--- src/rtl/uart_loader_pkg.sv ---
// loader_pkg: shared widths, protocol bytes and FSM state codes for uart_loader.
package loader_pkg;

  localparam int unsigned BYTE_W = 8;
  localparam int unsigned WORD_W = 16;
  localparam int unsigned ADDR_W = 16;
  localparam int unsigned ST_W   = 4;

  localparam logic [BYTE_W-1:0] SYNC_BYTE = 8'hA5;
  localparam logic [BYTE_W-1:0] CMD_WRITE = 8'h57;
  localparam logic [BYTE_W-1:0] CMD_READ  = 8'h52;
  localparam logic [BYTE_W-1:0] ACK       = 8'h06;
  localparam logic [BYTE_W-1:0] NAK       = 8'h15;

  // Receive states occupy the contiguous range ST_CMD..ST_CSUM (timer window).
  localparam logic [ST_W-1:0] ST_IDLE   = 4'd0;
  localparam logic [ST_W-1:0] ST_CMD    = 4'd1;
  localparam logic [ST_W-1:0] ST_ADDR_L = 4'd2;
  localparam logic [ST_W-1:0] ST_ADDR_H = 4'd3;
  localparam logic [ST_W-1:0] ST_LEN_L  = 4'd4;
  localparam logic [ST_W-1:0] ST_LEN_H  = 4'd5;
  localparam logic [ST_W-1:0] ST_DATA_L = 4'd6;
  localparam logic [ST_W-1:0] ST_DATA_H = 4'd7;
  localparam logic [ST_W-1:0] ST_CSUM   = 4'd8;
  localparam logic [ST_W-1:0] ST_REPLY  = 4'd9;
  localparam logic [ST_W-1:0] ST_RD_REQ = 4'd10;
  localparam logic [ST_W-1:0] ST_RD_WAIT = 4'd11;
  localparam logic [ST_W-1:0] ST_RD_TXL = 4'd12;
  localparam logic [ST_W-1:0] ST_RD_TXH = 4'd13;

  // Saturating increment for the error counter.
  function automatic logic [BYTE_W-1:0] sat_inc(input logic [BYTE_W-1:0] v);
    return (v == '1) ? v : v + BYTE_W'(1);
  endfunction

endpackage

--- src/rtl/uart_loader_if.sv ---
// uart_loader_if: UART byte stream, memory write/read port and stall/status lines.
interface uart_loader_if;
  import loader_pkg::*;

  logic [BYTE_W-1:0] rxData;
  logic              rxReady;
  logic [BYTE_W-1:0] txData;
  logic              txStart;
  logic              txBusy;
  logic [ADDR_W-1:0] memAddr;
  logic [WORD_W-1:0] memWdata;
  logic              memWrite;
  logic              memRead;
  logic [WORD_W-1:0] memRdata;
  logic              hold;
  logic [BYTE_W-1:0] errCount;

  modport master (
    input  rxData, rxReady, txBusy, memRdata,
    output txData, txStart, memAddr, memWdata, memWrite, memRead, hold, errCount
  );

  modport slave (
    output rxData, rxReady, txBusy, memRdata,
    input  txData, txStart, memAddr, memWdata, memWrite, memRead, hold, errCount
  );

endinterface

--- src/rtl/uart_loader_timeout.sv ---
// loader_timeout: inter-byte idle timer; expire_c fires in the cycle the count reaches LIMIT.
module loader_timeout #(
  parameter int unsigned LIMIT = 1_200_000,
  parameter int unsigned W     = 21
) (
  input  logic CLK,
  input  logic RST_N,
  input  logic clr,
  input  logic en,
  output logic expire_c
);

  logic [W-1:0] cnt;

  // Count idle cycles while enabled; a clear always wins.
  always_ff @(posedge CLK or negedge RST_N) begin
    if (!RST_N)   cnt <= '0;
    else if (clr) cnt <= '0;
    else if (en)  cnt <= cnt + W'(1);
  end

  assign expire_c = en && !clr && (cnt == W'(LIMIT - 1));

endmodule

--- src/rtl/uart_loader.sv ---
// uart_loader: framed UART command parser writing 16-bit words to memory while stalling the core.
// Optional readback (CMD 0x52) is built when LOADER_READBACK_EN is defined.
module uart_loader
  import loader_pkg::*;
#(
  parameter int unsigned TIMEOUT_CYCLES = 1_200_000,
  parameter int unsigned TIMER_W        = 21
) (
  input  logic          CLK,
  input  logic          RST_N,
  uart_loader_if.master bus
);

  logic [ST_W-1:0]   state, state_d;
  logic [ADDR_W-1:0] addr, addr_d;
  logic [WORD_W-1:0] wdata, wdata_d;
  logic [WORD_W-1:0] remain, remain_d;
  logic [BYTE_W-1:0] txd, txd_d, err, err_d, sum, sum_d, lo, lo_d;
  logic              wr, wr_d, txs, txs_d, hold, hold_d, ok, ok_d;
  logic              tx_ok, tmr_en, tmr_clr, expire_c;
`ifdef LOADER_READBACK_EN
  logic              rd, rd_d, is_read, is_read_d;
  logic [WORD_W-1:0] rdbuf, rdbuf_d;
`else
  logic              unused_rdata;
  assign unused_rdata = ^bus.memRdata;
`endif

  // Inter-byte timer runs only in receive states and restarts on every byte.
  assign tmr_en  = (state >= ST_CMD) && (state <= ST_CSUM);
  assign tmr_clr = bus.rxReady || (state == ST_IDLE);

  loader_timeout #(.LIMIT(TIMEOUT_CYCLES), .W(TIMER_W)) u_timeout (
    .CLK(CLK), .RST_N(RST_N), .clr(tmr_clr), .en(tmr_en), .expire_c(expire_c)
  );

  // The UART busy flag lags txStart by a cycle, so never launch back-to-back.
  assign tx_ok = !bus.txBusy && !txs;

  // Next-state and next-output logic.
  always_comb begin
    state_d = state; addr_d = addr; wdata_d = wdata; remain_d = remain;
    txd_d = txd; err_d = err; sum_d = sum; lo_d = lo; hold_d = hold; ok_d = ok;
    wr_d = 1'b0; txs_d = 1'b0;
`ifdef LOADER_READBACK_EN
    rd_d = 1'b0; is_read_d = is_read; rdbuf_d = rdbuf;
`endif
    if (wr) addr_d = addr + ADDR_W'(1);
    case (state)
      ST_IDLE: begin
        hold_d = 1'b0;
        if (bus.rxReady && bus.rxData == SYNC_BYTE) begin
          state_d = ST_CMD; hold_d = 1'b1; sum_d = '0;
        end
      end
      ST_CMD: if (bus.rxReady) begin
        sum_d = sum + bus.rxData;
        if (bus.rxData == CMD_WRITE) begin
          state_d = ST_ADDR_L;
`ifdef LOADER_READBACK_EN
          is_read_d = 1'b0;
        end else if (bus.rxData == CMD_READ) begin
          state_d = ST_ADDR_L;
          is_read_d = 1'b1;
`endif
        end else begin
          state_d = ST_IDLE; hold_d = 1'b0; err_d = sat_inc(err);
        end
      end
      ST_ADDR_L: if (bus.rxReady) begin
        sum_d = sum + bus.rxData; addr_d = {addr[15:8], bus.rxData}; state_d = ST_ADDR_H;
      end
      ST_ADDR_H: if (bus.rxReady) begin
        sum_d = sum + bus.rxData; addr_d = {bus.rxData, addr[7:0]}; state_d = ST_LEN_L;
      end
      ST_LEN_L: if (bus.rxReady) begin
        sum_d = sum + bus.rxData; remain_d = {remain[15:8], bus.rxData}; state_d = ST_LEN_H;
      end
      ST_LEN_H: if (bus.rxReady) begin
        sum_d = sum + bus.rxData;
        remain_d = {bus.rxData, remain[7:0]};
        if ({bus.rxData, remain[7:0]} == '0) state_d = ST_CSUM;
`ifdef LOADER_READBACK_EN
        else if (is_read) state_d = ST_CSUM;
`endif
        else state_d = ST_DATA_L;
      end
      ST_DATA_L: if (bus.rxReady) begin
        sum_d = sum + bus.rxData; lo_d = bus.rxData; state_d = ST_DATA_H;
      end
      // Words commit immediately; a later checksum failure does not undo them.
      ST_DATA_H: if (bus.rxReady) begin
        sum_d = sum + bus.rxData;
        wdata_d = {bus.rxData, lo};
        wr_d = 1'b1;
        remain_d = remain - WORD_W'(1);
        state_d = (remain == WORD_W'(1)) ? ST_CSUM : ST_DATA_L;
      end
      ST_CSUM: if (bus.rxReady) begin
        ok_d = (bus.rxData == sum);
        if (bus.rxData != sum) err_d = sat_inc(err);
        state_d = ST_REPLY;
      end
      ST_REPLY: if (tx_ok) begin
        txs_d = 1'b1; txd_d = ok ? ACK : NAK; state_d = ST_IDLE;
`ifdef LOADER_READBACK_EN
        if (ok && is_read && remain != '0) begin
          state_d = ST_RD_REQ; rd_d = 1'b1;
        end
`endif
      end
`ifdef LOADER_READBACK_EN
      ST_RD_REQ: state_d = ST_RD_WAIT;
      ST_RD_WAIT: begin
        rdbuf_d = bus.memRdata; state_d = ST_RD_TXL;
      end
      ST_RD_TXL: if (tx_ok) begin
        txs_d = 1'b1; txd_d = rdbuf[7:0]; state_d = ST_RD_TXH;
      end
      ST_RD_TXH: if (tx_ok) begin
        txs_d = 1'b1; txd_d = rdbuf[15:8];
        addr_d = addr + ADDR_W'(1);
        remain_d = remain - WORD_W'(1);
        if (remain == WORD_W'(1)) state_d = ST_IDLE;
        else begin
          state_d = ST_RD_REQ; rd_d = 1'b1;
        end
      end
`endif
      default: begin
        state_d = ST_IDLE; hold_d = 1'b0;
      end
    endcase
    if (expire_c) begin
      state_d = ST_IDLE; hold_d = 1'b0; err_d = sat_inc(err);
    end
  end

  // State and output registers.
  always_ff @(posedge CLK or negedge RST_N) begin
    if (!RST_N) begin
      state <= ST_IDLE; addr <= '0; wdata <= '0; remain <= '0;
      txd <= '0; err <= '0; sum <= '0; lo <= '0;
      wr <= 1'b0; txs <= 1'b0; hold <= 1'b0; ok <= 1'b0;
`ifdef LOADER_READBACK_EN
      rd <= 1'b0; is_read <= 1'b0; rdbuf <= '0;
`endif
    end else begin
      state <= state_d; addr <= addr_d; wdata <= wdata_d; remain <= remain_d;
      txd <= txd_d; err <= err_d; sum <= sum_d; lo <= lo_d;
      wr <= wr_d; txs <= txs_d; hold <= hold_d; ok <= ok_d;
`ifdef LOADER_READBACK_EN
      rd <= rd_d; is_read <= is_read_d; rdbuf <= rdbuf_d;
`endif
    end
  end

  assign bus.memAddr  = addr;
  assign bus.memWdata = wdata;
  assign bus.memWrite = wr;
  assign bus.txData   = txd;
  assign bus.txStart  = txs;
  assign bus.hold     = hold;
  assign bus.errCount = err;
`ifdef LOADER_READBACK_EN
  assign bus.memRead  = rd;
`else
  assign bus.memRead  = 1'b0;
`endif

endmodule
--- src/flat_wrapper.sv ---
// flat-port wrapper written by rule: the top's interface ports become plain ports
module uart_loader_flat import loader_pkg::*;
#(
  parameter int unsigned TIMEOUT_CYCLES = 1_200_000,
  parameter int unsigned TIMER_W        = 21
)
  (CLK, RST_N, bus_rxData, bus_rxReady, bus_txBusy, bus_memRdata, bus_txData, bus_txStart, bus_memAddr, bus_memWdata, bus_memWrite, bus_memRead, bus_hold, bus_errCount);
  uart_loader_if bus_i ();
  input  logic CLK;
  input  logic RST_N;
  input wire logic [$bits(bus_i.rxData)-1:0] bus_rxData;
  input wire logic [$bits(bus_i.rxReady)-1:0] bus_rxReady;
  input wire logic [$bits(bus_i.txBusy)-1:0] bus_txBusy;
  input wire logic [$bits(bus_i.memRdata)-1:0] bus_memRdata;
  output wire logic [$bits(bus_i.txData)-1:0] bus_txData;
  output wire logic [$bits(bus_i.txStart)-1:0] bus_txStart;
  output wire logic [$bits(bus_i.memAddr)-1:0] bus_memAddr;
  output wire logic [$bits(bus_i.memWdata)-1:0] bus_memWdata;
  output wire logic [$bits(bus_i.memWrite)-1:0] bus_memWrite;
  output wire logic [$bits(bus_i.memRead)-1:0] bus_memRead;
  output wire logic [$bits(bus_i.hold)-1:0] bus_hold;
  output wire logic [$bits(bus_i.errCount)-1:0] bus_errCount;
  assign bus_i.rxData = bus_rxData;
  assign bus_i.rxReady = bus_rxReady;
  assign bus_i.txBusy = bus_txBusy;
  assign bus_i.memRdata = bus_memRdata;
  assign bus_txData = bus_i.txData;
  assign bus_txStart = bus_i.txStart;
  assign bus_memAddr = bus_i.memAddr;
  assign bus_memWdata = bus_i.memWdata;
  assign bus_memWrite = bus_i.memWrite;
  assign bus_memRead = bus_i.memRead;
  assign bus_hold = bus_i.hold;
  assign bus_errCount = bus_i.errCount;
  uart_loader #(.TIMEOUT_CYCLES(TIMEOUT_CYCLES), .TIMER_W(TIMER_W)) u_core (.CLK(CLK), .RST_N(RST_N), .bus(bus_i));
endmodule
--- config.mk ---
export PLATFORM = sky130hd
export DESIGN_NAME = uart_loader_flat
export DESIGN_NICKNAME = d
export VERILOG_FILES = /design/src/rtl/uart_loader_pkg.sv /design/src/rtl/uart_loader_if.sv /design/src/rtl/uart_loader_timeout.sv /design/src/rtl/uart_loader.sv /design/src/flat_wrapper.sv
export SDC_FILE = /design/constraint.sdc
export NUM_CORES = 1
export LEC_CHECK = 0
export CAP_MARGIN = 25
export CELL_PAD_IN_SITES_DETAIL_PLACEMENT = 1
export CELL_PAD_IN_SITES_GLOBAL_PLACEMENT = 1
export CORE_MARGIN = 5
export CORE_UTILIZATION = 46
export CTS_BUF_LIST = sky130_fd_sc_hd__clkbuf_2 sky130_fd_sc_hd__clkbuf_4 sky130_fd_sc_hd__clkbuf_8
export CTS_CLUSTER_SIZE = 8
export DETAILED_ROUTE_END_ITERATION = 12
export PLACE_DENSITY_LB_ADDON = 0.1
export SLEW_MARGIN = 15
export SYNTH_ARGS = -nofsm -noshare
export SYNTH_HDL_FRONTEND = slang
export SYNTH_SLANG_ARGS = --single-unit
--- constraint.sdc ---
create_clock -name CLK -period 3.1 [get_ports CLK]
set_input_delay 0.62 -clock CLK [delete_from_list [all_inputs] [get_ports CLK]]
set_output_delay 0.62 -clock CLK [all_outputs]
set_load 0.01 [all_outputs]
* After elaboration in Yosys (flattened, before gate mapping)
Index checks and enable logic that the tools add are counted.
Storage, ports and cells: input bits 28, flip-flop bits (word level) 109, output and inout bits 52, word-level logic and storage cells 133
Cells by class: add/subtract/negate cells 5, reductions and logical operators 28, $lt $le $gt $ge 2, eq/ne operators 36, mux-type cells 45, bitwise logic cells 2
Operator list (number):
- $mux W16 | 5
- $mux W8 | 9
- $mux W4 | 13
- $pmux W16 S3 | 1
- $mux W21 | 2
- $pmux W4 S10 | 1
- $pmux W16 S2 | 1
- $pmux W8 S2 | 2
- $ne A3 B2 Y1 const B | 10
- $add A21 B1 Y21 const B | 1
- $eq A21 B21 Y1 const B | 1
- $add A16 B1 Y16 const B | 1
- $eq A16 B1 Y1 const B | 1
- $eq A4 B3 Y1 const B | 4
- $eq A8 B8 Y1 const B | 2
- $logic_not A16 Y1 | 1
- $sub A16 B1 Y16 const B | 1
- $ne A2 B2 Y1 const B | 6
- $reduce_and A10 Y1 | 1
- $add A8 B1 Y8 const B | 1
- $add A8 B8 Y8 | 1
- $eq A4 B2 Y1 const B | 2
- $eq A4 B4 Y1 const B | 2
- $eq A8 B7 Y1 const B | 1
- 24 further kinds | 48

* Depth between registers and ports, before layout
Gate-level depths: netlist (run 1).
depth in word-level cells 7, mapped depth 8, gate-level depth less buffers 8

* Modules after synthesis
Synthesis (run 1) repeated with hierarchy kept, for this count alone.
Unflattened totals: cell total of the unflattened synthesis 600, area total of the unflattened synthesis 5759.3 µm²
By module, submodules not included:
- uart_loader | area each 4638.2 µm², instances 1, cells an instance 482, seq. area each 2077.0 µm²
- loader_timeout | area each 1121.1 µm², instances 1, cells an instance 118, seq. area each 525.5 µm²

* Worst setup path after synthesis (run 1)
OpenSTA, ideal clock, no wires.
path kind in2reg, from in bus_rxData[2], to reg u_core.err[1], in the netlist u_core.bus.errCount[1], setup slack 896 ps, path buffers 0, setup time 128 ps, stages 6, data arrival time 2076 ps, required time 2972 ps, cell sequence ha_1 > nor4_1 > and3_1 > o22ai_1 > o22ai_4 > mux2_1
On the way: longest elaborated chain between the ends 3, elaborated cells between the ends (all ways) 5, classes of those cells eq/ne: 4; reduce/logical: 1
RTL lines:
- from (decl) | line flat_wrapper.sv:11 | input wire logic [$bits(bus_i.rxData)-1:0] bus_rxData;
- $ne A8 B8 Y1 or $eq A8 B7 Y1 (tied branches) | line uart_loader.sv:101, uart_loader.sv:58
- $ne A3 B1 Y1 (no source line) or $ne A3 B2 Y1 (tied branches)
- $reduce_and A5 Y1 (no source line) *
- to (signal assigned) | line uart_loader.sv:150 | txd <= txd_d; err <= err_d; sum <= sum_d; lo <= lo_d;
- to (decl) | line uart_loader.sv:18 | logic [BYTE_W-1:0] txd, txd_d, err, err_d, sum, sum_d, lo, lo_d;
Every way passes the cells marked *; elsewhere a longest branch is shown, timed or not. A chain may end at the register's enable or synchronous reset.

* Final worst setup path (run 1)
Ends and elaborated chain as after synthesis.

==> impl_metrics.env, run 1 <==
export IMPL_drtAntennaViolNets=0
export IMPL_ff2ff_path_depth=6
export IMPL_fin_util=0.551
export IMPL_cp_depth=7
export IMPL_postCtsHoldBufs=0
export IMPL_port_buffers=58
export IMPL_cp_max_fo=8
export IMPL_dp_slack_ns=0.237
export IMPL_synth_top_family_by_area="simple AND/OR/NAND/NOR gates"
export IMPL_clkTransAtPathRegs_ns=0.11
export IMPL_crit_end="u_core.bus.errCount[1]$_DFFE_PN0P_"
export IMPL_worstMarginPinSlew_ns=0.787
export IMPL_power_density_nw_per_um2=816
export IMPL_fmax_mhz=400
export IMPL_synth_xor_area_share=0.0517
export IMPL_clock_latency_ns=0.39
export IMPL_cts_tree="yes"
export IMPL_synth_simple_gate_area_frac=0.239
export IMPL_hold_viol=0
export IMPL_cts_setup_buffers=0
export IMPL_leakagePower_nw=2.95
export IMPL_dp_hpwl_um=11100
export IMPL_ys_seq_elements=104
export IMPL_start_util=0.467
export IMPL_stdcell_area_um2=6590
export IMPL_muxShareOfSynthArea=0.0278
export IMPL_ys_seq_area_frac=0.466
export IMPL_final_setup_viol_count=0
export IMPL_h_tree_depth=3
export IMPL_end_kind="register"
export IMPL_critical_path_top_delay_family="simple AND/OR/NAND/NOR gates"
export IMPL_crit_start="bus_rxData[2]"
export IMPL_clk_path_buf_depth=2
export IMPL_die_y_um=120
export IMPL_max_slew_margin=0.473
export IMPL_grt_remaining_overflow=0
export IMPL_cpPeakStageDelay_ns=0.42
export IMPL_cap_viol_max_count=0
export IMPL_grt_use_total=0.225
export IMPL_core_area_um2=12000
export IMPL_outcome="complete, no violations"
export IMPL_ys_warn_count=0
export IMPL_rsz0062_at_grt="no"
export IMPL_crit_chain="clkdlybuf4s50_1, ha_1, nor4_1, and3_1, o22ai_1, o22ai_4, mux2_1"
export IMPL_finalWorstSetupSlack_ns=0.601
export IMPL_slowest_stage="clkdlybuf4s50_1"
export IMPL_die_x_um=120
export IMPL_post_drt_wl_per_cell_um=18.7
export IMPL_drtIter0Drc=219
export IMPL_areaGrowthSynthToFinish_pct=17.9
export IMPL_synth_compound_area_frac=0.145
export IMPL_drive_gt1_frac=0.0929
export IMPL_final_cell_mix="104 x dfrtp_1, 92 x nand2_1, 72 x nor2_1"
export IMPL_final_period_utilization=0.806
export IMPL_final_common_cell="dfrtp_1"
export IMPL_total_power_mw=5.37
export IMPL_crit_buf_inv=1
export IMPL_routabilityCongestion=0.836
export IMPL_fin_skew_ns=0.0167
export IMPL_min_period_ns=2.50
export IMPL_synth_adder_area_share=0.0327
export IMPL_cp_arrival_ns=2.77
export IMPL_irDropWorstVdd_mv=0.361
export IMPL_synth_main_ff_cell="dfrtp_1"
export IMPL_cts_root_buf="clkbuf_8"
export IMPL_grt_pass1_vias=5276
export IMPL_drc=0
export IMPL_syn_area_per_cell_um2=9.00
export IMPL_synth_area_um2=5590
export IMPL_row_count=40
export IMPL_vias=4973
export IMPL_synth_async_reset_ratio=1.00
export IMPL_cts_made_buffers=9
export IMPL_maxSlewViolCount=0
export IMPL_placed_cell_area_um2=6410
export IMPL_ys_types=59
export IMPL_setup_tns_ns=0
export IMPL_grt_antenna_before_repair=0
export IMPL_synth_edf_count=0
export IMPL_syn_inst=621
export IMPL_postRouteWirelength_um=15700
export IMPL_antennaDiodeCount=0
export IMPL_hp_class="input pin to asynchronous set/reset pin"
export IMPL_worst_setup_path_type="input pin to register"
export IMPL_via_per_inst=5.95
export IMPL_die_area_um2=14500
export IMPL_drt_pass1_iter_count=4
export IMPL_cp_start_kind="input pin"
export IMPL_nets=727
export IMPL_ctsResizeCount=0
export IMPL_cp_required_ns=3.37
export IMPL_rr_startpoint="u_core.remain[6]$_DFFE_PN0P_"
export IMPL_reg2reg_slack_ns=0.61
export IMPL_io_pins=80
export IMPL_grt_max_degree=85
export IMPL_cts_sinks=104
export IMPL_r2r_end="u_core.state[3]$_DFFE_PN0P_"
export IMPL_grt_first_pass_wirelength_um=26200
state kept, by name (all words and copies together), names as in the netlist:
name and cells:
u_core.bus.errCount 8, u_core.bus.hold 1, u_core.bus.memAddr 16, u_core.bus.memWdata 16, u_core.bus.memWrite 1, u_core.bus.txData 3, u_core.bus.txStart 1, u_core.lo 8
u_core.ok 1, u_core.remain 16, u_core.state 4, u_core.sum 8, u_core.u_timeout.cnt 21
how the worst min path moves through the flow:
stage	start	slack, ns	cells after the start	end
detailed placement	u_core.lo[6]$_DFFE_PN0P_	0.46	2	u_core.bus.memWdata[6]$_DFFE_PN0P_
global placement	u_core.lo[3]$_DFFE_PN0P_	0.45	2	u_core.bus.memWdata[3]$_DFFE_PN0P_
global route	RST_N	0.12	1	u_core.remain[13]$_DFFE_PN0P_
floorplan	RST_N	0.32	0	u_core.bus.errCount[0]$_DFFE_PN0P_
finish	RST_N	0.11	1	u_core.bus.memAddr[11]$_DFFE_PN0P_
CTS	RST_N	0.11	1	u_core.bus.memAddr[5]$_DFFE_PN0P_
report_power, final:
group	internal [mW]	leakage, nW	switching, mW
logic	1.08	1.53	1.31
clock network	0.322	0.0928	0.477
registers	1.80	1.33	0.392
total	3.20	2.95	2.18
cells by family (layout without fill, tap and decap cells):
family | count (synthesis) | count (layout)
AOI/OAI and AO/OA | 128 | 128
xor gates and xnor gates | 33 | 33
adders and majority gates | 14 | 14
buffers and inverters | 49 | 113
DFF | 104 | 104
muxes | 14 | 14
other | 1 | 5
and+or+nand+nor | 278 | 278
synthesized netlist by cell type, types with 2 or more instances:
| cell type | n | area, µm² |
|---|---|---|
| dfrtp_1 | 104 | 2600 |
| nand2_1 | 92 | 345 |
| nor2_1 | 72 | 270 |
| o21ai_0 | 38 | 190 |
| a21oi_1 | 36 | 180 |
| nand3_1 | 26 | 130 |
| clkbuf_1 | 25 | 93.8 |
| xor2_1 | 23 | 201 |
| nor3_1 | 20 | 100 |
| nand4_1 | 17 | 106 |
| inv_1 | 14 | 52.6 |
| ha_1 | 13 | 163 |
| mux2_2 | 11 | 124 |
| nor4_1 | 10 | 62.6 |
| xnor2_1 | 10 | 87.6 |
| a22o_1 | 9 | 78.8 |
| a211oi_1 | 7 | 52.6 |
| and3_1 | 7 | 43.8 |
| buf_4 | 6 | 45.0 |
| a22oi_1 | 5 | 37.5 |
| a31oi_1 | 5 | 31.3 |
| a21o_1 | 4 | 30.0 |
| nand2b_1 | 4 | 25.0 |
| nand3b_1 | 4 | 30.0 |
| nor3_2 | 4 | 40.0 |
| o22ai_1 | 4 | 25.0 |
| or3_1 | 4 | 25.0 |
| a32oi_1 | 3 | 26.3 |
| and4_1 | 3 | 26.3 |
| or2_2 | 3 | 18.8 |
| a211o_1 | 2 | 17.5 |
| a311oi_1 | 2 | 17.5 |
| buf_2 | 2 | 10.0 |
| mux2i_1 | 2 | 20.0 |
| nor2b_1 | 2 | 12.5 |
| nor4b_1 | 2 | 17.5 |
| o211ai_1 | 2 | 15.0 |
| o31ai_1 | 2 | 15.0 |
| or4_1 | 2 | 15.0 |
routing by layer:
metal	track usage	wire (µm)	share of wire	vias up
met4	0.0907	330	0.021	0
met3	0.0346	543	0.035	31
met5	0	0	0	-
met1	0.284	6880	0.44	2530
met2	0.386	7900	0.50	106
li1	-	-	-	2306
stage by stage:
step | cells | hold WS [ns]
global route | 836 | 0.120
detailed placement | 821 | 0.462
finish | 836 | 0.111
global placement | 821 | 0.448
CTS | 836 | 0.108
floorplan | 625 | 0.324
area by class of cell:
class / count / area [µm²]
inverters: 15 / 56.3
clock buffers: 11 / 145
well taps: 147 / 184
flip-flops and latches: 104 / 2600
repair buffers: 83 / 778
clock inverters: 4 / 31.3
multi-input cells: 472 / 2790
fillers: 1410 / 5370
No activity file was read; power rests on OpenSTA's default activity.
==> run 2, diff against run 1 <==
--- a/config.mk
+++ b/config.mk
@@ -9,7 +9,7 @@
 export CELL_PAD_IN_SITES_DETAIL_PLACEMENT = 1
 export CELL_PAD_IN_SITES_GLOBAL_PLACEMENT = 1
 export CORE_MARGIN = 5
-export CORE_UTILIZATION = 46
+export CORE_UTILIZATION = 43
 export CTS_BUF_LIST = sky130_fd_sc_hd__clkbuf_2 sky130_fd_sc_hd__clkbuf_4 sky130_fd_sc_hd__clkbuf_8
 export CTS_CLUSTER_SIZE = 8
 export DETAILED_ROUTE_END_ITERATION = 12
==> constraint.sdc (replaced) <==
create_clock -name CLK -period 2.5 [get_ports CLK]
set_input_delay 0.5 -clock CLK [delete_from_list [all_inputs] [get_ports CLK]]
set_output_delay 0.5 -clock CLK [all_outputs]
set_load 0.01 [all_outputs]
==> run 2 against run 1 <==
Wire length grew 3.5%. Sequential cell count unchanged. Clock skew increased by 0.0029 ns. First-iteration DRC count grew 25%. Die area grew 6.4%. Cell count rose by 7.1%. Sequential share of layout area is 1.7 points lower. Cell area rose by 4.6%. Hold slack got worse by 0.0094 ns. Largest power group unchanged. Sequential power is 23% higher. Clock-buffer cell count decreased by 2. Non-clock buffer count rose by 33. Critical endpoint is now u_core.state[3]$_DFFE_PN0P_.
==> impl_metrics.env, run 2 (synthesis gave the netlist of run 1 again) <==
export IMPL_max_slew_margin=0.598
export IMPL_leakagePower_nw=3.12
export IMPL_n_fill_cell=1514
export IMPL_clk_path_buf_depth=2
export IMPL_drt_pass1_iter_count=6
export IMPL_postCtsHoldBufs=0
export IMPL_cts_tree="yes"
export IMPL_pwr_share_comb=0.458
export IMPL_fmax_mhz=427
export IMPL_final_setup_viol_count=0
export IMPL_die_area_um2=15400
export IMPL_cts_made_buffers=9
export IMPL_rsz0062_at_grt="no"
export IMPL_fin_skew_ns=0.0196
export IMPL_cts_setup_buffers=0
export IMPL_maxSlewViolCount=0
export IMPL_finalWorstSetupSlack_ns=0.159
export IMPL_switchingPower_mw=2.84
export IMPL_cp_arrival_ns=2.69
export IMPL_cts_sinks=104
export IMPL_grt_max_degree=45
export IMPL_h_tree_depth=3
export IMPL_drtAntennaViolNets=0
export IMPL_grt_use_total=0.225
export IMPL_largest_register="u_core.u_timeout.cnt"
export IMPL_start_util=0.441
export IMPL_final_common_cell="dfrtp_1"
export IMPL_die_x_um=124
export IMPL_dp_slack_ns=-0.181
export IMPL_cp_start_kind="register"
export IMPL_hp_class="input pin to asynchronous set/reset pin"
export IMPL_clock_latency_ns=0.40
export IMPL_vias=5049
export IMPL_drive_gt1_frac=0.136
export IMPL_worst_setup_path_type="register to register"
export IMPL_p_seq_frac=0.388
export IMPL_core_area_um2=12700
export IMPL_ctsResizeCount=0
export IMPL_routabilityCongestion=0.846
export IMPL_grt_antenna_before_repair=0
export IMPL_grt_pass1_vias=5321
export IMPL_antennaDiodeCount=0
export IMPL_stdcell_count=895
export IMPL_p_clk_frac=0.153
export IMPL_largest_reg_flops=21
export IMPL_cp_required_ns=2.85
export IMPL_grt_remaining_overflow=0
export IMPL_drtIter0Drc=274
export IMPL_io_pins=80
export IMPL_hold_viol=0
export IMPL_areaGrowthSynthToFinish_pct=23.4
export IMPL_cp_max_fo=5
export IMPL_place_inst=879
export IMPL_irDropWorstVdd_mv=0.546
export IMPL_worstMarginPinSlew_ns=0.603
export IMPL_via_per_inst=5.64
export IMPL_die_y_um=124
export IMPL_post_drt_wl_per_cell_um=18.1
export IMPL_outcome="complete, no violations"
export IMPL_cts_root_buf="clkbuf_8"
export IMPL_clkTransAtPathRegs_ns=0.12
export IMPL_postRouteWirelength_um=16200
export IMPL_cap_viol_max_count=0
export IMPL_row_count=41
export IMPL_min_period_ns=2.34
export IMPL_final_period_utilization=0.937
export IMPL_internal_power_mw=4.12
export IMPL_dp_hpwl_um=11900
export IMPL_drc=0
export IMPL_port_buffers=58
export IMPL_power_density_nw_per_um2=1010
export IMPL_netSwitchingFraction=0.408
export IMPL_nets=760
export IMPL_grt_first_pass_wirelength_um=27100
export IMPL_final_cell_mix="104 x dfrtp_1, 92 x nand2_1, 72 x nor2_1"
export IMPL_total_power_mw=6.96
export IMPL_end_kind="register"
[run 2: changes by cell type in the layout (fill, tap and decap cells not counted), sizes merged]
cell,delta
clkinv,-1
buf,+33
clkinvlp,+1
clkbuf,-2
inv,+3
[run 2: routing by layer]
metal | vias to the layer above | wire (µm) | track usage
met4 | 0 | 365 | 0.0643
met2 | 97 | 8320 | 0.397
li1 | 2385 | - | -
met3 | 32 | 641 | 0.0504
met5 | - | 0 | 0
met1 | 2535 | 6890 | 0.277
[run 2: per-stage QoR]
step                      hold slack, ns   util  area, µm²  TNS (ns)
after global placement             0.451  0.528       6690    -0.435
after CTS                         0.0982  0.544       6890         0
after detailed placement           0.461  0.528       6690     -1.39
after global routing               0.111  0.544       6890         0
after floorplan                    0.204      -       5600         0
final                              0.102  0.544       6890         0
[run 2: cell type report]
class | instances | area, µm² | share of cell area
repair buffers | 116 | 1030 | 0.149
multi-input cells | 472 | 2790 | 0.405
flip-flops and latches | 104 | 2600 | 0.378
clock inverters | 7 | 77.6 | 0.0113
clock buffers | 9 | 124 | 0.0180
well taps | 172 | 215 | 0.0312
inverters | 15 | 56.3 | 0.00817
[run 2: path summary, 6_finish.rpt]
path	from	end	slack [ns]	cells past startpoint
worst max-delay path	u_core.remain[6]$_DFFE_PN0P_	u_core.state[3]$_DFFE_PN0P_	0.16	6
worst min-delay path	RST_N	u_core.lo[6]$_DFFE_PN0P_	0.10	1
worst max register to register	u_core.remain[6]$_DFFE_PN0P_	u_core.state[3]$_DFFE_PN0P_	0.16	6
worst min register to register	u_core.bus.memWdata[2]$_DFFE_PN0P_	u_core.bus.memWdata[2]$_DFFE_PN0P_	0.48	2
max in group asynchronous	RST_N	u_core.u_timeout.cnt[11]$_DFFE_PN0P_	1.77	2
min in group CLK	u_core.bus.memWdata[2]$_DFFE_PN0P_	u_core.bus.memWdata[2]$_DFFE_PN0P_	0.48	2
[run 2: worst max-delay path: stages, from the launching register on]
cell and delay, ns:
dfrtp_1 0.42, or4_1 0.66, nor3_2 0.32, nand4_1 0.26, mux2_2 0.33, o21ai_1 0.17, a22o_1 0.14
[run 2: power by group through the flow]
stage	Sequential, mW	Clock [mW]	Combinational (mW)
after floorplan	2.75	0	1.68
after global placement	2.69	0	3.06
after detailed placement	2.73	0	3.21
after CTS	2.71	1.11	3.23
after global routing	2.78	1.18	3.53
final	2.70	1.07	3.19
==> run 3, diff against run 2 <==
--- a/config.mk
+++ b/config.mk
@@ -9,11 +9,12 @@
 export CELL_PAD_IN_SITES_DETAIL_PLACEMENT = 1
 export CELL_PAD_IN_SITES_GLOBAL_PLACEMENT = 1
 export CORE_MARGIN = 5
-export CORE_UTILIZATION = 43
+export CORE_UTILIZATION = 39
 export CTS_BUF_LIST = sky130_fd_sc_hd__clkbuf_2 sky130_fd_sc_hd__clkbuf_4 sky130_fd_sc_hd__clkbuf_8
+export CTS_CLUSTER_DIAMETER = 120
 export CTS_CLUSTER_SIZE = 8
 export DETAILED_ROUTE_END_ITERATION = 12
-export PLACE_DENSITY_LB_ADDON = 0.1
+export PLACE_DENSITY = 0.77
 export SLEW_MARGIN = 15
 export SYNTH_ARGS = -nofsm -noshare
 export SYNTH_HDL_FRONTEND = slang
==> constraint.sdc (replaced) <==
create_clock -name CLK -period 1.9 [get_ports CLK]
set_input_delay 0.38 -clock CLK [delete_from_list [all_inputs] [get_ports CLK]]
set_output_delay 0.38 -clock CLK [all_outputs]
set_load 0.01 [all_outputs]
==> run 3 against run 2 <==
The run now ends with negative setup slack left. Sequential cell count unchanged. Setup slack got worse by 0.45 ns. Sequential share of layout area down 5.3 points. Wire length rose by 24%. Via count grew 9.9%. First-iteration DRC count is 17% higher. Total power increased by 56%. Fmax up 6.6%. Cell count increased by 9.9%. Largest cell class unchanged. Highest routed layer unchanged.
==> impl_metrics.env, run 3 (synthesis gave the netlist of run 1 again) <==
export IMPL_drt_pass1_iter_count=4
export IMPL_finalWorstSetupSlack_ns=-0.296
export IMPL_nets=841
export IMPL_die_y_um=130
export IMPL_slowest_stage="or4_4"
export IMPL_power_density_nw_per_um2=1360
export IMPL_cp_start_kind="register"
export IMPL_port_buffers=58
export IMPL_netSwitchingFraction=0.416
export IMPL_areaGrowthSynthToFinish_pct=43.4
export IMPL_grt_use_total=0.228
export IMPL_cts_made_buffers=9
export IMPL_worst_setup_path_type="register to register"
export IMPL_hp_class="input pin to asynchronous set/reset pin"
export IMPL_cts_sinks=104
export IMPL_n_fill_cell=1606
export IMPL_violations="negative setup slack"
export IMPL_final_cell_mix="122 x buf_4, 102 x dfrtp_1, 90 x nand2_1"
export IMPL_die_area_um2=16800
export IMPL_hold_worst_slack_ns=0.398
export IMPL_cp_max_fo=3
export IMPL_clk_path_buf_depth=2
export IMPL_die_x_um=130
export IMPL_switchingPower_mw=4.52
export IMPL_cpPeakStageDelay_ns=0.58
export IMPL_irDropWorstVdd_mv=0.746
export IMPL_cp_arrival_ns=2.53
export IMPL_start_util=0.399
export IMPL_grt_pass1_vias=6078
export IMPL_largest_reg_flops=21
export IMPL_post_drt_wl_per_cell_um=20.5
export IMPL_via_per_inst=5.64
export IMPL_dp_hpwl_um=13100
export IMPL_sequential_cell_area_um2=2610
export IMPL_largest_register="u_core.u_timeout.cnt"
export IMPL_final_period_utilization=1.16
export IMPL_cts_root_buf="clkbuf_8"
export IMPL_io_pins=80
export IMPL_drc=0
export IMPL_postRouteWirelength_um=20100
export IMPL_crit_chain="or4_4, nor3_4, nand4_1, mux2_4, o21ai_2, a22o_1"
export IMPL_core_area_um2=14000
export IMPL_h_tree_depth=3
export IMPL_final_setup_viol_count=29
export IMPL_fin_skew_ns=0.0124
export IMPL_total_power_mw=10.9
export IMPL_pwr_share_comb=0.546
export IMPL_antennaDiodeCount=0
export IMPL_p_clk_frac=0.123
export IMPL_routabilityCongestion=0.866
export IMPL_p_seq_frac=0.331
export IMPL_outcome="finished with violations"
export IMPL_dp_slack_ns=-0.707
export IMPL_row_count=43
export IMPL_hold_viol=0
export IMPL_end_kind="register"
export IMPL_reg2reg_slack_ns=-0.30
export IMPL_internal_power_mw=6.36
export IMPL_cap_viol_max_count=0
export IMPL_drtIter0Drc=320
export IMPL_cp_required_ns=2.24
export IMPL_drtAntennaViolNets=0
export IMPL_min_period_ns=2.20
export IMPL_cts_tree="yes"
export IMPL_grt_antenna_before_repair=0
export IMPL_grt_first_pass_wirelength_um=30700
export IMPL_clkTransAtPathRegs_ns=0.11
export IMPL_multi_input_area_um2=3210
export IMPL_grt_max_degree=41
export IMPL_drive_gt1_frac=0.297
export IMPL_leakagePower_nw=3.64
export IMPL_fmax_mhz=455
export IMPL_rsz0062_at_grt="yes"
export IMPL_clock_latency_ns=0.39
export IMPL_grt_remaining_overflow=0
export IMPL_maxSlewViolCount=0
export IMPL_vias=5551
export IMPL_final_common_cell="buf_4"
[run 3: critical path, delay by kind of cell (launching register included)]
family           cells  cell delay (ns)
AO/OA/AOI/OAI        2             0.29
AND/OR/NAND/NOR      3             1.10
flip-flops           1             0.40
multiplexers         1             0.36
[run 3: what timing repair did]
action,4_1_cts,5_1_grt
setup endpoints to repair,35,58
hold buffers,1,0
hold endpoints to repair,14,0
pin swaps,19,17
gates resized for setup,42,67
cloned,0,0
buffers inserted,9,14
[run 3: power groups by stage]
stage               registers, mW  logic (mW)  clock network, mW
finish                       3.60        5.94               1.34
global placement             3.52        4.55                  0
CTS                          3.56        5.13               1.38
floorplan                    3.63        2.26                  0
global route                 3.68        6.36               1.48
detailed placement           3.58        4.81                  0
[run 3: worst paths after layout]
path / depth (start not counted) / endpoint / from
setup / recovery: 6 / u_core.state[3]$_DFFE_PN0P_ / u_core.remain[6]$_DFFE_PN0P_
hold / removal: 2 / u_core.remain[13]$_DFFE_PN0P_ / RST_N
setup reg to reg: 6 / u_core.state[3]$_DFFE_PN0P_ / u_core.remain[6]$_DFFE_PN0P_
hold reg to reg: 1 / u_core.bus.txData[2]$_DFFE_PN0P_ / u_core.bus.txData[2]$_DFFE_PN0P_
max in group asynchronous: 3 / u_core.bus.errCount[2]$_DFFE_PN0P_ / RST_N
min in group CLK: 3 / u_core.sum[0]$_DFFE_PN0P_ / bus_rxData[0]
[run 3: metrics by stage]
| stage | util | setup TNS, ns | instances | cell area, µm² |
|---|---|---|---|---|
| 3_3_place_gp | 0.516 | -16.95 | 947 | 7210 |
| 4_1_cts | 0.548 | -1.70 | 972 | 7670 |
| 3_5_place_dp | 0.516 | -22.22 | 947 | 7210 |
| 6_report | 0.573 | -2.63 | 984 | 8010 |
| 5_1_grt | 0.573 | -6.57 | 984 | 8010 |
| 2_1_floorplan | - | -0.156 | 625 | 5620 |
[run 3: routing by layer]
layer  share of wire  GRT usage  up-vias  wire length (µm)
met2            0.54      0.406      159             10800
met5               0          0        -                 0
met1            0.40      0.276     2809              8070
met3           0.045     0.0479       34               906
li1                -          -     2549                 -
met4           0.019     0.0746        0               377
[run 3: layout make-up]
type                            count  share of cell area
Clock buffer                        9              0.0155
Clock inverter                      7             0.00656
Inverter                           15             0.00812
Multi-Input combinational cell    472               0.400
Sequential cell                   104               0.325
Tap cell                          180              0.0281
Timing Repair Buffer              197               0.217
